## config.mk

```make
export PLATFORM = sky130hd
export DESIGN_NAME = alu_mc
export DESIGN_NICKNAME = d
export VERILOG_FILES = /design/src/rtl/alu_mc.sv
export SDC_FILE = /design/constraint.sdc
export NUM_CORES = 2
export LEC_CHECK = 0
export ABC_AREA = 0
export CAP_MARGIN = 5
export CORE_ASPECT_RATIO = 1.1
export CORE_MARGIN = 3
export CORE_UTILIZATION = 25
export DETAILED_ROUTE_END_ITERATION = 8
export GPL_ROUTABILITY_DRIVEN = 0
export GPL_TIMING_DRIVEN = 0
export PLACE_DENSITY = 0.5
export RECOVER_POWER = 50
export REMOVE_ABC_BUFFERS = 1
export SETUP_SLACK_MARGIN = 0.05
export SYNTH_ARGS = -nofsm -noshare
export SYNTH_HDL_FRONTEND = slang
export SYNTH_SLANG_ARGS = --single-unit
```

## constraint.sdc

```tcl
create_clock -name clk -period 7.3 [get_ports clk]
set_input_delay 1.46 -clock clk [delete_from_list [all_inputs] [get_ports clk]]
set_output_delay 1.46 -clock clk [all_outputs]
set_load 0.05 [all_outputs]
```

## src/rtl/alu_mc.sv

```systemverilog
// alu_mc: parametrised multi-cycle ALU with accept/done handshake and iterative restoring divider
//   clk     rising-edge clock
//   reset   asynchronous active-high reset
//   aluen   request valid, accepted when aluen && ready at a clk edge
//   opcode  operation select
//   r2/r3   operands A/B, latched at accept
//   imm     shift amount for SHL/SHR
//   ready   high when idle and able to accept
//   r1      result register, holds its value between operations
//   FLAG    status of the last completed operation
//   done    one-cycle pulse when r1/FLAG update
module alu_mc #(
   parameter int WIDTH = 19,
   parameter int CNTW  = 5
) (
   input  logic             clk,
   input  logic             reset,
   input  logic             aluen,
   input  logic [5:0]       opcode,
   input  logic [WIDTH-1:0] r2,
   input  logic [WIDTH-1:0] r3,
   input  logic [2:0]       imm,
   output logic             ready,
   output logic [WIDTH-1:0] r1,
   output logic [7:0]       FLAG,
   output logic             done
);
   localparam logic [0:0] IDLE = 1'b0;
   localparam logic [0:0] DIV  = 1'b1;
   localparam logic [5:0] OP_ADD = 6'd1;
   localparam logic [5:0] OP_SUB = 6'd2;
   localparam logic [5:0] OP_MUL = 6'd3;
   localparam logic [5:0] OP_DIV = 6'd4;
   localparam logic [5:0] OP_MOD = 6'd5;
   localparam logic [5:0] OP_SHL = 6'd6;
   localparam logic [5:0] OP_AND = 6'd7;
   localparam logic [5:0] OP_OR  = 6'd8;
   localparam logic [5:0] OP_XOR = 6'd9;
   localparam logic [5:0] OP_SHR = 6'd10;
   localparam logic [5:0] OP_NOT = 6'd11;
   localparam logic [5:0] OP_CMP = 6'd12;
   logic [0:0]         state;
   logic               pend;
   logic [5:0]         op_q;
   logic [WIDTH-1:0]   a_q, b_q;
   logic [2:0]         imm_q;
   logic [WIDTH-1:0]   dq, dv, rem;
   logic [CNTW-1:0]    cnt;
   logic               mod_q;
   logic               accept, div_start;
   logic [WIDTH:0]     sum, diff, sl, sr;
   logic [2*WIDTH-1:0] prod;
   logic [WIDTH-1:0]   res;
   logic               wr, c, v, dz, mo, ill;
   logic [7:0]         flg;
   logic [WIDTH:0]     sh, sub;
   logic               ge;
   logic [WIDTH-1:0]   rem_n, q_n, dres;
   assign ready     = (state == IDLE) && !reset;
   assign accept    = aluen && ready;
   assign div_start = accept && (opcode == OP_DIV || opcode == OP_MOD) && (r3 != '0);
   // single-cycle datapath works on operands latched at accept
   always_comb begin
      sum  = {1'b0, a_q} + {1'b0, b_q};
      diff = {1'b0, a_q} - {1'b0, b_q};
      prod = {{WIDTH{1'b0}}, a_q} * {{WIDTH{1'b0}}, b_q};
      // bit WIDTH of sl / bit 0 of sr catch the last bit shifted out (0 when imm == 0)
      sl   = {1'b0, a_q} << imm_q;
      sr   = {a_q, 1'b0} >> imm_q;
      res  = r1;
      wr   = 1'b1;
      c    = 1'b0;
      v    = 1'b0;
      dz   = 1'b0;
      mo   = 1'b0;
      ill  = 1'b0;
      case (op_q)
         OP_ADD: begin
            res = sum[WIDTH-1:0];
            c   = sum[WIDTH];
            v   = (a_q[WIDTH-1] == b_q[WIDTH-1]) && (sum[WIDTH-1] != a_q[WIDTH-1]);
         end
         OP_SUB, OP_CMP: begin
            res = diff[WIDTH-1:0];
            wr  = (op_q == OP_SUB);
            c   = diff[WIDTH];
            v   = (a_q[WIDTH-1] != b_q[WIDTH-1]) && (diff[WIDTH-1] != a_q[WIDTH-1]);
         end
         OP_MUL: begin
            res = prod[WIDTH-1:0];
            mo  = |prod[2*WIDTH-1:WIDTH];
         end
         // only zero-divisor DIV/MOD take the single-cycle path
         OP_DIV: begin
            res = '1;
            dz  = 1'b1;
         end
         OP_MOD: begin
            res = a_q;
            dz  = 1'b1;
         end
         OP_SHL: begin
            res = sl[WIDTH-1:0];
            c   = sl[WIDTH];
         end
         OP_SHR: begin
            res = sr[WIDTH:1];
            c   = sr[0];
         end
         OP_AND: res = a_q & b_q;
         OP_OR:  res = a_q | b_q;
         OP_XOR: res = a_q ^ b_q;
         OP_NOT: res = ~a_q;
         default: begin
            wr  = 1'b0;
            ill = 1'b1;
         end
      endcase
      flg = ill ? 8'h40 : {2'b00, mo, dz, res[WIDTH-1], v, c, res == '0};
   end
   // one restoring step: shift in the next dividend bit, subtract if it fits
   always_comb begin
      sh    = {rem, dq[WIDTH-1]};
      sub   = sh - {1'b0, dv};
      ge    = !sub[WIDTH];
      rem_n = ge ? sub[WIDTH-1:0] : sh[WIDTH-1:0];
      q_n   = {dq[WIDTH-2:0], ge};
      dres  = mod_q ? rem_n : q_n;
   end
   always_ff @(posedge clk or posedge reset) begin
      if (reset) begin
         state <= IDLE;
         pend  <= 1'b0;
         op_q  <= '0;
         a_q   <= '0;
         b_q   <= '0;
         imm_q <= '0;
         dq    <= '0;
         dv    <= '0;
         rem   <= '0;
         cnt   <= '0;
         mod_q <= 1'b0;
         r1    <= '0;
         FLAG  <= '0;
         done  <= 1'b0;
      end else begin
         done <= 1'b0;
         pend <= 1'b0;
         if (pend) begin
            if (wr) r1 <= res;
            FLAG <= flg;
            done <= 1'b1;
         end
         if (state == DIV) begin
            rem <= rem_n;
            dq  <= q_n;
            cnt <= cnt - 1'b1;
            if (cnt == '0) begin
               r1    <= dres;
               FLAG  <= {4'b0000, dres[WIDTH-1], 2'b00, dres == '0};
               done  <= 1'b1;
               state <= IDLE;
            end
         end
         if (accept) begin
            if (div_start) begin
               state <= DIV;
               dq    <= r2;
               dv    <= r3;
               rem   <= '0;
               cnt   <= CNTW'(WIDTH - 1);
               mod_q <= (opcode == OP_MOD);
            end else begin
               pend  <= 1'b1;
               op_q  <= opcode;
               a_q   <= r2;
               b_q   <= r3;
               imm_q <= imm;
            end
         end
      end
   end
endmodule

```

==> results.toml <==
[synthesis]
synth_top_family_by_area = "adder cells"
synth_seq_cells = 140
synth_compound_area_share_pct = 16.7
synth.distinct_cells = 91
avgSynthCellArea_um2 = 8.08
yosys-mux-area-fraction_pct = 4.59
synth_top_area_cell = "fa_1"
synth_xor_area_share_pct = 1.62
synthAdderAreaFrac_pct = 35.1
ys_async_sr_fraction_pct = 100
synthCells = 2939
synth_edf_count = 0
yosys.area.top_type_share_pct = 24.5
netlist_top_cells_area = "fa_1 25%, dfrtp_1 15%, ha_1 11%"
synth.most_common_cell = "inv_1"
ys_warn_count = 0
synthSimpleGateAreaFrac_pct = 17.6
ys.flop_type = "dfrtp_1"
synth_area_um2 = 23700
synth_common_cells = "410 x inv_1, 377 x nor2_1, 346 x nand2_1"
yosysSeqAreaShare_pct = 14.8

[worst_setup_path]
crit_buf_inv = 5
crit_type = "reg2reg"
critPathMaxStageDelay_ns = 0.49
required_ns = 7.61
critPathCaptureType = "flop"
path_delay_family = "adder cells"
critPathMostFrequentCell = "fa_1"
worstPathCellList = "buf_4, ha_1, fa_1, fa_1, inv_1, fa_1, inv_1, fa_1, ha_1, inv_1, fa_1, inv_1, ha_1, or2_2, o311a_4, o21ai_4, a21boi_2, or2_2, a41o_1, nor4_2, nand4_1, nor4_4, o31ai_1"
crit_slowest_cell = "dfrtp_4"
arrival_ns = 7.39
path_max_fanout = 13
start_kind = "flop"

[layout]
fin_util_pct = 29.9
drive_gt1_share_pct = 12.3
nets = 3543
area_growth_pct = 17.8
nFillCells = 10100

[clocking]
cts_made_buffers = 17
clk_pin_slew_ns = 0.07
cts_max_level = 4
insertion_delay_ns = 0.45
clock_path_buffers = 2
clock_sinks = 140
cts_root_buf = "clkbuf_16"
cts_tree = "done"

[detailed_routing]
vias = 21900
drc = 0
antenna_left = 0
drt_iter0_drc = 2039
wl_per_cell_um = 21.4
drt-total-wl_mm = 91.2
vias_per_cell = 5.12
first_pass_iters = 6

[sta]
timing.fmax_mhz = 141
slew_headroom_pct = -123
period_needed_ns = 7.08
finalSetupViolations = 0
hold_viol = 0
slew_violations = 179
rsz0062_at_grt = "false"
worst_pin_slew_ns = 3.32
skew_ns = 0.0174
fin_crit_sh_pct = 97.0

[placed_design]
dp_hpwl_mm = 67.8
numPortBuffers = 78

[global_routing]
grt_use_total_pct = 18.2
antenna_found_initial = 2
grt.overflow.total = 0
grt_max_degree = 74
grt_pass1_wl_mm = 137
grt_pass1_vias = 21500

[die]
dieArea_um2 = 98700
initial_core_util_pct = 25.4
io_pins = 79
row_count = 117
fp.coreArea_um2 = 93400
die_w_um = 300
die_h_um = 329

[min_path]
min_path_type = "reg2reg"

[status]
status = "complete, but fails checks"
violations = "capacitance limit, slew limit"

[run]
drv_cap = 4
[metal layers]
layer | vias to the layer above | GRT usage (%) | share of wire (%)
li1 | 9882 | - | -
met1 | 10900 | 23.8 | 41
met2 | 869 | 30.2 | 47
met3 | 163 | 2.28 | 6.6
met4 | 0 | 7.62 | 4.7
met5 | - | 0 | 0
[per-stage QoR]
step	worst slack (ns)	area [um^2]	instances	hold slack [ns]	TNS, ns
global placement	-4.22	25400	4085	0.472	-284.16
CTS	-0.0199	27100	4202	0.500	-0.0199
detailed placement	-2.30	25700	4102	0.476	-13.26
floorplan	0.392	23000	2758	0.443	0
finish	0.217	28000	4265	0.485	0
global route	0.00816	28000	4264	0.536	0
[cell families (layout without fill, tap and decap cells)]
family / after synthesis / after routing
simple gates: 958 / 958
compound gates: 609 / 609
buf+inv: 604 / 680
fa+ha+maj: 491 / 491
flops: 140 / 140
mux: 93 / 93
xor+xnor: 44 / 44
other cells: 0 / 1
[flip-flops by register name, indices dropped and copies added, names as in the netlist]
signal  cells
done        1
pend        1
dq         19
b_q        19
r1         19
dv         19
rem        19
imm_q       3
cnt         5
mod_q       1
a_q        19
FLAG        8
op_q        6
state       1
[cell usage in the layout (no fill, tap or decap), types with 12 or more instances in the layout]
cell type and n:
nand2b_1 16, a211oi_1 36, and3_1 14, a31oi_1 15
a21o_1 29, ha_1 182, nor4_1 13, nand4_1 18
inv_1 381, o211ai_1 24, clkdlybuf4s50_1 67, dfrtp_2 19
mux2_2 14, xnor2_1 34, nor3_1 28, nand3_1 42
nor2_1 376, clkbuf_16 17, and2_1 12, a221oi_1 12
mux2i_1 67, buf_4 112, or3_1 17, dfrtp_1 101
o21ai_0 165, nor2b_1 17, nand2_1 346, buf_6 15
clkinvlp_4 26, fa_1 288, dfrtp_4 20, a21oi_1 148
[what timing repair did]
action                                  4_1_cts  5_1_grt
buffers inserted                             67       62
resized for setup                           125       91
pin swaps                                     2       23
hold buffers                                  0        0
cloned                                        1        0
endpoints found under the setup margin       11        5
[path summary, 6_finish.rpt]
check                           slack [ns]    start       to  cells after the start
min in group asynchronous             2.48    reset  op_q[1]                      2
worst min register to register        0.48  FLAG[7]  FLAG[7]                      1
worst min-delay path                  0.48  FLAG[7]  FLAG[7]                      1
worst max register to register        0.22   a_q[4]  FLAG[5]                     23
max in group asynchronous             1.54    reset  a_q[15]                      3
worst max-delay path                  0.22   a_q[4]  FLAG[5]                     23
[cell type report]
type                            count  area [um^2]  area share, %
Tap cell                         1249         1560           5.59
Timing Repair inverter              1         5.00         0.0179
Antenna cell                        1         2.50        0.00895
Clock buffer                       20          447           1.60
Multi-Input combinational cell   2195        18400           65.7
Sequential cell                   140         3600           12.9
Clock inverter                     12          139          0.497
Inverter                          423         1750           6.25
Timing Repair Buffer              224         2090           7.48
Power is left out: the tool's default activity adds up to more than one toggle a clock period on the data nets, which glitch-free logic cannot reach.
